==> src/rtl/spi_master_param_if.sv <==
// Processor-side control/status bundle for spi_master_param.
// The SPI pins stay as plain ports on the master itself.
interface spi_master_param_if #(
    parameter int DATA_W = 8,
    parameter int SEL_W  = 2,
    parameter int DIV_W  = 8
);
    logic              start;
    logic              abort;
    logic [DATA_W-1:0] wdata;
    logic [SEL_W-1:0]  ss_sel;
    logic              cpol;
    logic              cpha;
    logic              lsb_first;
    logic [DIV_W-1:0]  clk_div;
    logic              busy;
    logic              done;
    logic [DATA_W-1:0] rdata;

    modport master (
        output start, abort, wdata, ss_sel, cpol, cpha, lsb_first, clk_div,
        input  busy, done, rdata
    );

    modport slave (
        input  start, abort, wdata, ss_sel, cpol, cpha, lsb_first, clk_div,
        output busy, done, rdata
    );
endinterface

==> src/rtl/spi_master_param.sv <==
// Parametrised SPI master: all four CPOL/CPHA modes, programmable SCLK half-period,
// selectable bit order and per-transfer chip select. SCLK is a registered output.
module spi_master_param #(
    parameter int DATA_W = 8,
    parameter int SEL_W  = 2,
    parameter int DIV_W  = 8
) (
    input  logic                  clk,
    input  logic                  rst,
    spi_master_param_if.slave     bus,
    input  logic                  miso,
    output logic                  sclk,
    output logic                  mosi,
    output logic [2**SEL_W-1:0]   ss_n
);
    localparam int NUM_SS = 2**SEL_W;
    localparam int TOG_W  = $clog2(2*DATA_W+1);

    typedef enum logic [1:0] {
        ST_IDLE  = 2'd0,
        ST_SETUP = 2'd1,
        ST_XFER  = 2'd2,
        ST_HOLD  = 2'd3
    } state_t;

    state_t            state_r;
    logic [DIV_W-1:0]  cnt_r;
    logic [TOG_W-1:0]  tog_r;
    logic [DATA_W-1:0] tx_r;
    logic [DATA_W-1:0] rx_r;
    logic [DIV_W-1:0]  div_r;
    logic              cpol_r;
    logic              cpha_r;
    logic              lsb_r;

    logic              period_end_s;
    logic              toggle_s;
    logic              leading_s;
    logic              sample_s;
    logic              shift_s;

    function automatic logic tx_head(input logic [DATA_W-1:0] w, input logic lsb);
        return lsb ? w[0] : w[DATA_W-1];
    endfunction

    function automatic logic [DATA_W-1:0] tx_adv(input logic [DATA_W-1:0] w, input logic lsb);
        return lsb ? {1'b0, w[DATA_W-1:1]} : {w[DATA_W-2:0], 1'b0};
    endfunction

    // Received bits are assembled so that loopback reproduces the transmitted word.
    function automatic logic [DATA_W-1:0] rx_ins(input logic [DATA_W-1:0] r, input logic b,
                                                 input logic lsb);
        return lsb ? {b, r[DATA_W-1:1]} : {r[DATA_W-2:0], b};
    endfunction

    // Edge classification: tog_r counts SCLK toggles already made, so even means leading next.
    always_comb begin
        period_end_s = (cnt_r == div_r);
        toggle_s     = 1'b0;
        leading_s    = ~tog_r[0];
        if (state_r == ST_SETUP) begin
            toggle_s = period_end_s;
        end else if (state_r == ST_XFER) begin
            toggle_s = period_end_s && (tog_r != TOG_W'(2*DATA_W));
        end else begin
            toggle_s = 1'b0;
        end
        sample_s = toggle_s && (leading_s != cpha_r);
        shift_s  = toggle_s && (leading_s == cpha_r) && (tog_r != TOG_W'(2*DATA_W-1));
    end

    // Transfer sequencer with all outputs registered.
    always_ff @(posedge clk or negedge rst) begin
        if (!rst) begin
            state_r   <= ST_IDLE;
            cnt_r     <= '0;
            tog_r     <= '0;
            tx_r      <= '0;
            rx_r      <= '0;
            div_r     <= '0;
            cpol_r    <= 1'b0;
            cpha_r    <= 1'b0;
            lsb_r     <= 1'b0;
            sclk      <= 1'b0;
            mosi      <= 1'b0;
            ss_n      <= '1;
            bus.busy  <= 1'b0;
            bus.done  <= 1'b0;
            bus.rdata <= '0;
        end else if ((state_r != ST_IDLE) && bus.abort) begin
            state_r  <= ST_IDLE;
            ss_n     <= '1;
            sclk     <= cpol_r;
            bus.busy <= 1'b0;
            bus.done <= 1'b0;
        end else begin
            case (state_r)
                ST_IDLE: begin
                    bus.done <= 1'b0;
                    sclk     <= cpol_r;
                    ss_n     <= '1;
                    if (bus.start) begin
                        div_r    <= bus.clk_div;
                        cpol_r   <= bus.cpol;
                        cpha_r   <= bus.cpha;
                        lsb_r    <= bus.lsb_first;
                        sclk     <= bus.cpol;
                        ss_n     <= ~({{(NUM_SS-1){1'b0}}, 1'b1} << bus.ss_sel);
                        bus.busy <= 1'b1;
                        cnt_r    <= '0;
                        tog_r    <= '0;
                        rx_r     <= '0;
                        state_r  <= ST_SETUP;
                        // CPHA=0 slaves sample on the first edge, so bit 0 must already be out.
                        if (!bus.cpha) begin
                            mosi <= tx_head(bus.wdata, bus.lsb_first);
                            tx_r <= tx_adv(bus.wdata, bus.lsb_first);
                        end else begin
                            tx_r <= bus.wdata;
                        end
                    end else begin
                        state_r <= ST_IDLE;
                    end
                end
                ST_SETUP, ST_XFER: begin
                    cnt_r <= period_end_s ? '0 : cnt_r + DIV_W'(1);
                    if (toggle_s) begin
                        sclk  <= ~sclk;
                        tog_r <= tog_r + TOG_W'(1);
                    end else begin
                        tog_r <= tog_r;
                    end
                    if (sample_s) begin
                        rx_r <= rx_ins(rx_r, miso, lsb_r);
                    end else begin
                        rx_r <= rx_r;
                    end
                    if (shift_s) begin
                        mosi <= tx_head(tx_r, lsb_r);
                        tx_r <= tx_adv(tx_r, lsb_r);
                    end else begin
                        tx_r <= tx_r;
                    end
                    if ((state_r == ST_SETUP) && period_end_s) begin
                        state_r <= ST_XFER;
                    end else if ((state_r == ST_XFER) && period_end_s &&
                                 (tog_r == TOG_W'(2*DATA_W))) begin
                        state_r <= ST_HOLD;
                    end else begin
                        state_r <= state_r;
                    end
                end
                ST_HOLD: begin
                    cnt_r <= period_end_s ? '0 : cnt_r + DIV_W'(1);
                    if (period_end_s) begin
                        ss_n      <= '1;
                        bus.busy  <= 1'b0;
                        bus.done  <= 1'b1;
                        bus.rdata <= rx_r;
                        state_r   <= ST_IDLE;
                    end else begin
                        state_r <= ST_HOLD;
                    end
                end
                default: begin
                    state_r  <= ST_IDLE;
                    ss_n     <= '1;
                    bus.busy <= 1'b0;
                    bus.done <= 1'b0;
                end
            endcase
        end
    end
endmodule
==> src/flat_wrapper.sv <==
// flat-port wrapper written by rule: the top's interface ports become plain ports
module spi_master_param_flat 
#(
    parameter int DATA_W = 8,
    parameter int SEL_W  = 2,
    parameter int DIV_W  = 8
)
  (clk, rst, miso, sclk, mosi, ss_n, bus_start, bus_abort, bus_wdata, bus_ss_sel, bus_cpol, bus_cpha, bus_lsb_first, bus_clk_div, bus_busy, bus_done, bus_rdata);
  spi_master_param_if #(.DATA_W(DATA_W), .SEL_W(SEL_W), .DIV_W(DIV_W)) bus_i ();
  input  logic clk;
  input  logic rst;
  input  logic miso;
  output logic sclk;
  output logic mosi;
  output logic [2**SEL_W-1:0] ss_n;
  input wire logic [$bits(bus_i.start)-1:0] bus_start;
  input wire logic [$bits(bus_i.abort)-1:0] bus_abort;
  input wire logic [$bits(bus_i.wdata)-1:0] bus_wdata;
  input wire logic [$bits(bus_i.ss_sel)-1:0] bus_ss_sel;
  input wire logic [$bits(bus_i.cpol)-1:0] bus_cpol;
  input wire logic [$bits(bus_i.cpha)-1:0] bus_cpha;
  input wire logic [$bits(bus_i.lsb_first)-1:0] bus_lsb_first;
  input wire logic [$bits(bus_i.clk_div)-1:0] bus_clk_div;
  output wire logic [$bits(bus_i.busy)-1:0] bus_busy;
  output wire logic [$bits(bus_i.done)-1:0] bus_done;
  output wire logic [$bits(bus_i.rdata)-1:0] bus_rdata;
  assign bus_i.start = bus_start;
  assign bus_i.abort = bus_abort;
  assign bus_i.wdata = bus_wdata;
  assign bus_i.ss_sel = bus_ss_sel;
  assign bus_i.cpol = bus_cpol;
  assign bus_i.cpha = bus_cpha;
  assign bus_i.lsb_first = bus_lsb_first;
  assign bus_i.clk_div = bus_clk_div;
  assign bus_busy = bus_i.busy;
  assign bus_done = bus_i.done;
  assign bus_rdata = bus_i.rdata;
  spi_master_param #(.DATA_W(DATA_W), .SEL_W(SEL_W), .DIV_W(DIV_W)) u_core (.clk(clk), .rst(rst), .bus(bus_i), .miso(miso), .sclk(sclk), .mosi(mosi), .ss_n(ss_n));
endmodule
==> config.mk <==
export PLATFORM = sky130hd
export DESIGN_NAME = spi_master_param_flat
export DESIGN_NICKNAME = d
export VERILOG_FILES = /design/src/rtl/spi_master_param_if.sv /design/src/rtl/spi_master_param.sv /design/src/flat_wrapper.sv
export SDC_FILE = /design/constraint.sdc
export NUM_CORES = 1
export LEC_CHECK = 0
export BUFFER_PORTS_ARGS = -buffer_cell sky130_fd_sc_hd__buf_2
export CORE_MARGIN = 2
export CORE_UTILIZATION = 25
export CTS_BUF_LIST = sky130_fd_sc_hd__clkbuf_2
export DETAILED_ROUTE_END_ITERATION = 10
export GPL_TIMING_DRIVEN = 0
export HOLD_SLACK_MARGIN = 0.1
export PLACE_DENSITY = 0.52
export SLEW_MARGIN = 20
export SYNTH_ARGS = -nofsm -noshare
export SYNTH_HDL_FRONTEND = slang
export SYNTH_SLANG_ARGS = --single-unit
export TNS_END_PERCENT = 10
==> constraint.sdc <==
create_clock -name clk -period 2.8 [get_ports clk]
set_clock_uncertainty 0.1 [all_clocks]
set_input_delay 0.42 -clock clk [delete_from_list [all_inputs] [get_ports clk]]
set_output_delay 0.42 -clock clk [all_outputs]
set_load 0.02 [all_outputs]
==> results of run 1 <==
-- power by group through the flow --
stage	clock, mW	sequential (mW)	combinational, mW
after floorplan	0	1.36	1.54
after global placement	0	1.37	2.05
after detailed placement	0	1.38	2.09
after CTS	0.449	1.36	2.11
after global routing	0.489	1.40	2.37
final	0.425	1.36	2.10
-- worst min-delay path by stage --
stage | slack [ns] | start | end
global route | 0.11 | bus_ss_sel[1] | u_core.ss_n[3]
global placement | 0.39 | u_core.bus.rdata[2] | u_core.bus.rdata[2]
CTS | 0.11 | bus_ss_sel[1] | u_core.ss_n[3]
floorplan | 0.02 | rst | u_core.bus.busy
finish | 0.14 | bus_ss_sel[1] | u_core.ss_n[0]
detailed placement | 0.39 | u_core.bus.rdata[4] | u_core.bus.rdata[4]
-- metal layers --
metal / wire length [um] / part of all wire / vias up
li1: - / - / 1435
met1: 4058 / 0.47 / 1435
met2: 4155 / 0.48 / 45
met3: 234 / 0.027 / 13
met4: 156 / 0.018 / 0
met5: 0 / 0 / -
-- cells by family (layout without fill, tap and decap cells) --
family	count (synthesis)	in the layout	share of synthesized area
simple gates	146	146	0.2054
mux	44	44	0.1316
flops	58	58	0.4231
xor+xnor	15	15	0.03817
compound gates	65	65	0.1327
fa+ha+maj	9	9	0.03272
buf+inv	29	98	0.03635
-- cell usage after synthesis (2+ instances only) --
master	count	area, um^2
nand3_1	11	55.05
xor2_1	3	26.28
inv_1	9	33.78
mux2i_1	34	340.3
a21o_1	3	22.52
o31ai_1	3	22.52
nor3b_1	3	22.52
nand2b_1	3	18.77
a22oi_1	6	45.04
buf_2	4	20.02
nand2_1	57	214.0
a21oi_1	11	55.05
a211o_1	2	17.52
o21a_1	2	15.01
o211ai_1	3	22.52
dfstp_2	4	105.1
nand4_1	5	31.28
and3_1	12	75.07
clkbuf_1	14	52.55
a221o_1	6	60.06
and4_1	3	26.28
or4_1	2	15.01
mux2_2	10	112.6
xnor2_1	12	105.1
o221ai_1	2	17.52
o21ai_0	16	80.08
nor3_1	4	20.02
dfrtp_1	54	1351
nor2_1	37	138.9
ha_1	9	112.6
-- stage by stage --
stage          utilization  area, um^2  hold WS, ns  TNS [ns]  total power [mW]
3_5_place_dp        0.2892        3860       0.3932   -0.5736             3.463
2_1_floorplan            -        3442      0.02441         0             2.899
3_3_place_gp        0.2890        3857       0.3873   -0.2439             3.421
6_report            0.3060        4084       0.1422         0             3.889
5_1_grt             0.3060        4084       0.1084         0             4.264
4_1_cts             0.3052        4074       0.1109         0             3.916
-- cells in the final DEF, fill, tap and decap left out, types with 3 or more instances in the layout --
cell type / instances
a21o_1: 3
clkbuf_2: 13
o21ai_0: 16
a221o_1: 6
a21oi_1: 11
mux2_2: 10
nor3_1: 4
o31ai_1: 3
dfrtp_1: 54
nand2_1: 57
buf_4: 3
buf_2: 42
clkbuf_1: 12
dfstp_2: 4
nor2_1: 36
and3_1: 12
o211ai_1: 3
nand2b_1: 3
nand3_1: 11
inv_1: 9
mux2i_1: 34
nand4_1: 5
xor2_1: 3
xnor2_1: 12
clkinv_1: 3
a22oi_1: 6
ha_1: 9
dlygate4sd3_1: 13
and4_1: 3
-- state kept, by name (all words and copies together), names as in the netlist, 2 cells and up --
signal            cells
u_core.tx_r           8
u_core.bus.rdata      8
u_core.cnt_r          8
u_core.rx_r           8
u_core.tog_r          5
u_core.ss_n           4
u_core.state_r        2
u_core.div_r          8
-- tightest hold or removal path: cells and delay by family --
kind / cells / cell delay (ns)
mux: 1 / 0.12
simple gates: 1 / 0.05
buf+inv: 1 / 0.11
-- cell type report --
type,instances,share of cell area
Clock buffer,11,0.01348
Tap cell,176,0.05392
Clock inverter,5,0.005208
Buffer,20,0.02298
Timing Repair Buffer,53,0.08211
Sequential cell,58,0.3566
Inverter,9,0.008272
Multi-Input combinational cell,279,0.4574
-- what timing repair did --
item	in CTS	in global routing
pin swaps	1	0
hold endpoints to repair	66	0
hold buffers	13	0
setup buffers	1	0
gates resized for setup	0	6
gates cloned	0	0
endpoints found under the setup margin	8	19
==> impl_metrics.tcl, run 1 <==
set metrics [dict create \
    crit_path_end_kind "flop" \
    antenna_violating_nets_post_route 0 \
    cts_tree "built" \
    worstSetupStartpoint "u_core.state_r[0]" \
    maximum_number_of_pins_on_one_net_before_global_route_repair 59 \
    critical_path.max_fanout 10 \
    finish_stage_setup_viols 0 \
    die-width_um 121.3 \
    detailedRoute.firstIterationViolations 127 \
    design.die.area_um2 14720 \
    dp_worst_setup_slack_ns -0.09786 \
    grt_pass1_vias 3018 \
    fp.coreArea_um2 13350 \
    row_count 42 \
    placed_cells 581 \
    timing.final.hold_violations 0 \
    wl_per_cell_um 14.08 \
    area.sequential_um2 1456 \
    p_clk_frac 0.109 \
    reg2reg_setup_slack_ns 0.21 \
    path_class "flop to flop" \
    io_buffer_count 39 \
    internal-power_mw 2.062 \
    cts_sinks 58 \
    global_route_track_usage_on_met3 0.03195 \
    die-height_um 121.3 \
    synth.avg_cell_area_um2 9.405 \
    yosys.cell_types.count 52 \
    busiest_layer "met2" \
    timing.final.max_slew_violations 0 \
    yosysWarningCount 0 \
    worst-endpoint-arrival_ns 2.88 \
    post_route_cells_drive_above_1_share 0.1862 \
    ctsRootBufferMaster "clkbuf_2" \
    multiInputGateArea_um2 1868 \
    startpoint_type "flop" \
    synthesis.nets 401 \
    final_cells 611 \
    grt_antenna_before_repair 0 \
    ys_seq_elements 58 \
    h-tree-depth 3 \
    crit-reg2reg-capture "u_core.rx_r[4]" \
    reg2regPathDepth 9 \
    clock_tree.buffer_depth 2 \
    use_met1 0.1598 \
    power.switching_fraction 0.4699 \
    fill_cells 1462 \
    required_time_at_the_endpoint_of_the_critical_path_ns 3.10 \
    max_slew_margin 0.4870 \
    critical_path_cell_count 9 \
    syn-cell-area_um2 3442 \
    gpl.final_weighted_congestion 0.7718 \
    peakVddDrop_mv 0.3186 \
    setup_slack_ns 0.2143 \
    post_synth_inst_count 366 \
    powerDensity_nw_per_um2 952.2 \
    whs_path_depth 3 \
    vias 2928 \
    post-route-drc-count 0 \
    drt_pass1_iterations 4 \
    grt.overflow.total 0 \
    layout.nets 465 \
    cp_cell_sequence "inv_1 > ha_1 > buf_4 > inv_1 > o22ai_2 > nor4_4 > o21ba_1 > buf_6 > a221o_1" \
    final_period_minus_worst_setup_slack_ns 2.586 \
    run_status "finished clean" \
    asyncSetResetFlopFracSynth 1.000 \
    gr-usage-all-layers 0.1267 \
    worst_path_largest_cell_delay_ns 0.43 \
    timing_worst_slew_pin_value_ns 0.7696 \
    cp_common_cell "inv_1" \
    cts_inserted_buffers 9 \
    worst_skew_pair.late_latency_ns 0.53 \
    n_antenna_cell 0 \
    switchingPower_mw 1.827 \
    clkSlewWorstSetupHoldPaths_ns 0.17 \
    cp-endpoint "u_core.rx_r[4]" \
    crit_path_top_delay_cell "dfrtp_1" \
    power_frac_seq 0.349 \
    initial_core_util 0.2579 \
    routed_via_density 4.792 \
    synth_enable_flop_cells 0 \
    crit_family "buffers and inverters" \
    reg2reg_from "u_core.state_r[0]" \
    ys.flop_type "dfrtp_1" \
    timing.critical_path.buf_inv 4 \
    drv.max_cap_violation_count 0 \
    syn_to_final_growth_pct 18.65 \
    wl_mm 8.605 \
    grt_first_pass_wirelength_mm 14.79 \
    final_period_utilization 0.9235 \
    hpwlAfterDp_mm 6.147 \
    p_leak_nw 1.899 \
    ys_seq_area_frac 0.4231 \
    power.share.combinational 0.541 \
    grt_setup_unrepaired "false" \
    upper_clock_frequency_limit_mhz 386.7 \
    worstHoldPathType "input pin to flop" \
    top_level_port_count 42 \
    global_route.usage.met2 0.2093 \
]
Power figures use the tool's default switching activity.
==> run 2, diff against run 1 <==
==> constraint.sdc (replaced) <==
create_clock -name clk -period 2.8 [get_ports clk]
set_clock_uncertainty 0.1 [all_clocks]
set_input_delay 0.28 -clock clk [delete_from_list [all_inputs] [get_ports clk]]
set_output_delay 0.28 -clock clk [all_outputs]
set_load 0.02 [all_outputs]
==> run 2 against run 1 <==
  * Global-route usage increased by 0.30 points
  * First-iteration DRC count grew 13%
  * Maximum frequency barely moved
  * Sequential power barely moved
  * Largest cell class unchanged
  * Highest routed layer unchanged
==> impl_metrics.tcl, run 2 (synthesis gave the netlist of run 1 again) <==
set metrics [dict create \
    cp_cell_sequence "inv_1 > ha_1 > buf_4 > inv_1 > o22ai_2 > nor4_4 > o21ba_1 > buf_6 > a221o_1" \
    worst_path_largest_cell_delay_ns 0.43 \
    post_dp_cell_area_um2 3860 \
    timing.critical_path.buf_inv 4 \
    setup_slack_ns 0.2135 \
    upper_clock_frequency_limit_mhz 386.6 \
    p_clk_frac 0.109 \
    final_period_minus_worst_setup_slack_ns 2.587 \
    crit_family "buffers and inverters" \
    final_common_cell "nand2_1" \
    placed_cells 581 \
    cts_tree "built" \
    critical_path.max_fanout 10 \
    path_class "flop to flop" \
    grt.overflow.total 0 \
    die-height_um 121.3 \
    commonest_non_fill_non_tap_cells_in_the_layout "nand2_1, dfrtp_1, buf_2, nor2_1, mux2i_1" \
    cts_inserted_buffers 9 \
    power_frac_seq 0.349 \
    grt_setup_unrepaired "false" \
    timing.setup.tns_ns 0 \
    peakVddDrop_mv 0.3182 \
    maximum_number_of_pins_on_one_net_before_global_route_repair 59 \
    power.switching_fraction 0.4687 \
    antenna_violating_nets_post_route 0 \
    timing_worst_slew_pin_value_ns 0.7746 \
    clkSlewWorstSetupHoldPaths_ns 0.17 \
    fill_cells 1455 \
    layout.nets 474 \
    cts_sinks 58 \
    power.share.combinational 0.543 \
    syn_to_final_growth_pct 21.26 \
    cp_common_cell "inv_1" \
    die-width_um 121.3 \
    timing.final.max_slew_violations 0 \
    crit_path_end_kind "flop" \
    detailedRoute.firstIterationViolations 144 \
    worstHoldPathType "input pin to flop" \
    hpwlAfterDp_mm 6.147 \
    initial_core_util 0.2579 \
    final_cells 620 \
    io_buffer_count 39 \
    grt_first_pass_wirelength_mm 15.10 \
    drv.max_cap_violation_count 0 \
    drt_pass1_iterations 5 \
    power_mw 3.896 \
    finalCoreUtilization 0.3127 \
    ctsRootBufferMaster "clkbuf_2" \
    h-tree-depth 3 \
    fp.coreArea_um2 13350 \
    clock_tree.buffer_depth 2 \
    vias 2995 \
    grt_antenna_before_repair 0 \
    max_slew_margin 0.4836 \
    required_time_at_the_endpoint_of_the_critical_path_ns 3.09 \
    design.die.area_um2 14720 \
    crit_path_top_delay_cell "dfrtp_1" \
    timing.final.hold_violations 0 \
    grt_pass1_vias 3064 \
    wl_mm 8.801 \
    dp_worst_setup_slack_ns -0.09786 \
    final_period_utilization 0.9238 \
    run_status "finished clean" \
    top_level_port_count 42 \
    switchingPower_mw 1.826 \
    gr-usage-all-layers 0.1296 \
    wl_per_cell_um 14.20 \
    worst-endpoint-arrival_ns 2.88 \
    post-route-drc-count 0 \
    internal-power_mw 2.070 \
    n_antenna_cell 0 \
    startpoint_type "flop" \
    layout.cell_area.non_filler_um2 4174 \
    finish_stage_setup_viols 0 \
    routed_via_density 4.831 \
    worst_hold_slack_ns 0.1320 \
    row_count 42 \
    p_leak_nw 1.937 \
    powerDensity_nw_per_um2 933.3 \
    post_route_cells_drive_above_1_share 0.1824 \
    worst_skew_pair.late_latency_ns 0.52 \
    gpl.final_weighted_congestion 0.7718 \
]
==> run 2: repair_timing <==
item | 4_1_cts | 5_1_grt
gates resized for setup | 0 | 6
buffers inserted | 1 | 0
hold buffers | 22 | 0
endpoints found under the hold margin | 76 | 0
setup endpoints to repair | 8 | 19
pin swaps | 1 | 0
==> run 2: layout make-up <==
| type | instances | area (um^2) | share of cell area |
|---|---|---|---|
| Buffer | 20 | 93.84 | 0.02248 |
| Multi-Input combinational cell | 279 | 1868 | 0.4475 |
| Tap cell | 176 | 220.2 | 0.05276 |
| Clock buffer | 11 | 55.05 | 0.01319 |
| Timing Repair Buffer | 62 | 425.4 | 0.1019 |
| Inverter | 9 | 33.78 | 0.008094 |
| Sequential cell | 58 | 1456 | 0.3489 |
| Clock inverter | 5 | 21.27 | 0.005096 |
==> run 2: power by group through the flow <==
stage / Sequential [mW] / Clock (mW) / Combinational, mW
after detailed placement: 1.38 / 0 / 2.09
after floorplan: 1.36 / 0 / 1.54
after global placement: 1.37 / 0 / 2.05
final: 1.36 / 0.423 / 2.11
after global routing: 1.40 / 0.489 / 2.39
after CTS: 1.36 / 0.449 / 2.12
==> run 2: tightest hold or removal path: stages <==
cell     delay, ns
buf_2         0.10
nand2_1       0.05
o21ai_0       0.11
a22oi_1       0.08
o21ai_0       0.08
==> run 2: path summary, 6_finish.rpt <==
kind | startpoint | end | slack [ns] | cells after the start
worst max-delay path | u_core.state_r[0] | u_core.rx_r[4] | 0.21 | 9
worst min-delay path | bus_wdata[6] | u_core.tx_r[6] | 0.13 | 5
worst max register to register | u_core.state_r[0] | u_core.rx_r[4] | 0.21 | 9
worst min register to register | u_core.bus.rdata[6] | u_core.bus.rdata[6] | 0.42 | 1
max in group asynchronous | rst | u_core.rx_r[1] | 1.80 | 2
min in group asynchronous | rst | u_core.cnt_r[4] | 0.26 | 2
==> run 2: per-layer routing <==
| metal | up-vias | wire [um] | track usage |
|---|---|---|---|
| li1 | 1455 | - | - |
| met1 | 1475 | 4071 | 0.1615 |
| met2 | 49 | 4295 | 0.2159 |
| met3 | 16 | 265 | 0.03242 |
| met4 | 0 | 168 | 0.04885 |
| met5 | - | 0 | 0 |
==> run 3, diff against run 2 <==
CORE_ASPECT_RATIO = 0.5   (was not set)
CORE_UTILIZATION = 55   (was 25)
PLACE_DENSITY = 0.87   (was 0.52)
==> run 3 against run 2 <==
  * Sequential power is essentially flat
  * Clock power grew 22%
  * Setup slack lost 0.058 ns
  * Maximum frequency shrank 2.2%
  * Global-route usage grew 14 points
  * Combinational power is essentially flat
  * Sequential share of layout area grew 0.54 points
  * Sequential cell count is the same
  * Critical endpoint is now u_core.ss_n[2]
  * Largest cell class unchanged
==> impl_metrics.tcl, run 3 (synthesis gave the netlist of run 1 again) <==
set metrics [dict create \
    internal-power_mw 2.154 \
    powerDensity_nw_per_um2 976.0 \
    io_buffer_count 39 \
    worst_path_largest_cell_delay_ns 0.57 \
    run_status "finished clean" \
    worst-endpoint-arrival_ns 3.03 \
    cts_sinks 58 \
    power_mw 4.012 \
    finish_stage_setup_viols 0 \
    required_time_at_the_endpoint_of_the_critical_path_ns 3.19 \
    p_leak_nw 1.954 \
    syn_to_final_growth_pct 19.41 \
    drt_pass1_iterations 5 \
    final_period_minus_worst_setup_slack_ns 2.644 \
    cts_tree "built" \
    antenna_violating_nets_post_route 0 \
    worstHoldPathType "input pin to flop" \
    reg2regPathDepth 10 \
    crit_path_top_delay_cell "dlygate4sd3_1" \
    grt.overflow.total 0 \
    path_class "flop to flop" \
    reg2reg_setup_slack_ns 0.16 \
    wl_mm 8.231 \
    ctsRootBufferMaster "clkbuf_2" \
    gpl.final_weighted_congestion 0.8603 \
    row_count 20 \
    gr-usage-all-layers 0.2650 \
    commonest_non_fill_non_tap_cells_in_the_layout "nand2_1, dfrtp_1, buf_2, nor2_1, mux2i_1" \
    maximum_number_of_pins_on_one_net_before_global_route_repair 59 \
    power_frac_seq 0.338 \
    die-height_um 59.94 \
    crit-reg2reg-capture "u_core.ss_n[2]" \
    routed_via_density 5.816 \
    switchingPower_mw 1.857 \
    h-tree-depth 3 \
    worst_hold_slack_ns 0.1578 \
    final_common_cell "nand2_1" \
    power.switching_fraction 0.4629 \
    grt_first_pass_wirelength_mm 13.89 \
    vias 3106 \
    peakVddDrop_mv 0.4715 \
    post_route_cells_drive_above_1_share 0.1816 \
    wl_per_cell_um 15.41 \
    grt_setup_unrepaired "false" \
    worst_skew_pair.late_latency_ns 0.54 \
    design.die.area_um2 6946 \
    p_clk_frac 0.129 \
    die-width_um 115.9 \
    crit_path_end_kind "flop" \
    clock_tree.buffer_depth 2 \
    grt_pass1_vias 2989 \
    layout.nets 476 \
    power.share.combinational 0.534 \
    cts_inserted_buffers 9 \
    initial_core_util 0.5684 \
    critical_path.max_fanout 10 \
    hpwlAfterDp_mm 5.320 \
    whs_path_depth 3 \
    startpoint_type "flop" \
    final_period_utilization 0.9445 \
    grt_antenna_before_repair 0 \
    n_antenna_cell 0 \
    upper_clock_frequency_limit_mhz 378.1 \
    clkSlewWorstSetupHoldPaths_ns 0.18 \
    top_level_port_count 42 \
    min_from "bus_lsb_first" \
    timing.final.hold_violations 0 \
    fp.coreArea_um2 6056 \
    min_to "u_core.lsb_r" \
    drv.max_cap_violation_count 0 \
    timing.final.max_slew_violations 0 \
    cp_cell_sequence "inv_1 > ha_1 > clkbuf_2 > nor2b_1 > clkbuf_1 > nor3b_2 > nand2_1 > nor2_1 > dlygate4sd3_1 > mux2i_1" \
    max_slew_margin 0.5230 \
    timing_worst_slew_pin_value_ns 0.7129 \
    reg2reg_from "u_core.state_r[0]" \
    timing.setup.tns_ns 0 \
    detailedRoute.firstIterationViolations 275 \
    post-route-drc-count 0 \
]
-- run 3: critical path, delay by kind of cell (launching register included) --
| family | cells | cell delay (ns) |
|---|---|---|
| mux | 1 | 0.08 |
| flops | 1 | 0.43 |
| simple gates | 4 | 0.51 |
| buf+inv | 4 | 1.22 |
| fa+ha+maj | 1 | 0.27 |
-- run 3: final cells by class --
| class | instances | area, um^2 |
|---|---|---|
| Multi-Input combinational cell | 279 | 1866 |
| Sequential cell | 58 | 1456 |
| Clock inverter | 7 | 60.06 |
| Inverter | 9 | 33.78 |
| Tap cell | 88 | 110.1 |
| Buffer | 20 | 93.84 |
| Fill cell | 490 | 1946 |
| Timing Repair Buffer | 64 | 445.4 |
| Clock buffer | 9 | 45.04 |
-- run 3: routing by layer --
| metal | part of all wire | global-route usage | vias to the layer above |
|---|---|---|---|
| li1 | - | - | 1458 |
| met1 | 0.44 | 0.3357 | 1474 |
| met2 | 0.47 | 0.4169 | 140 |
| met3 | 0.068 | 0.08621 | 34 |
| met4 | 0.030 | 0.1327 | 0 |
| met5 | 0 | 0 | - |
-- run 3: worst max-delay path by stage --
stage / end / depth (start not counted) / from / slack [ns]
final: u_core.ss_n[2] / 10 / u_core.state_r[0] / 0.16
after global routing: u_core.ss_n[2] / 10 / u_core.state_r[0] / 0.01
after CTS: u_core.rx_r[6] / 9 / u_core.state_r[0] / 0.08
after detailed placement: u_core.rx_r[4] / 9 / u_core.state_r[0] / -0.04
after global placement: u_core.rx_r[6] / 9 / u_core.state_r[0] / -0.01
after floorplan: u_core.rx_r[0] / 9 / u_core.state_r[0] / 0.30
-- run 3: stage by stage --
step | worst slack [ns] | std cells | area, um^2 | util
3_5_place_dp | -0.04150 | 493 | 3750 | 0.6192
2_1_floorplan | 0.3046 | 366 | 3442 | -
5_1_grt | 0.009685 | 534 | 4110 | 0.6787
6_report | 0.1555 | 534 | 4110 | 0.6787
4_1_cts | 0.07627 | 533 | 4095 | 0.6762
3_3_place_gp | -0.01251 | 493 | 3747 | 0.6188
-- run 3: power groups by stage --
| stage | combinational [mW] | clock [mW] | sequential [mW] |
|---|---|---|---|
| 2_1_floorplan | 1.54 | 0 | 1.36 |
| 3_3_place_gp | 1.99 | 0 | 1.35 |
| 3_5_place_dp | 2.05 | 0 | 1.36 |
| 4_1_cts | 2.08 | 0.523 | 1.35 |
| 5_1_grt | 2.38 | 0.576 | 1.39 |
| 6_report | 2.14 | 0.516 | 1.35 |
-- run 3: what timing repair did --
action,in CTS,in global routing
resized for setup,0,5
hold buffers,24,0
endpoints found under the hold margin,81,0
setup buffers,0,1
pin swaps,1,1
setup endpoints to repair,6,22
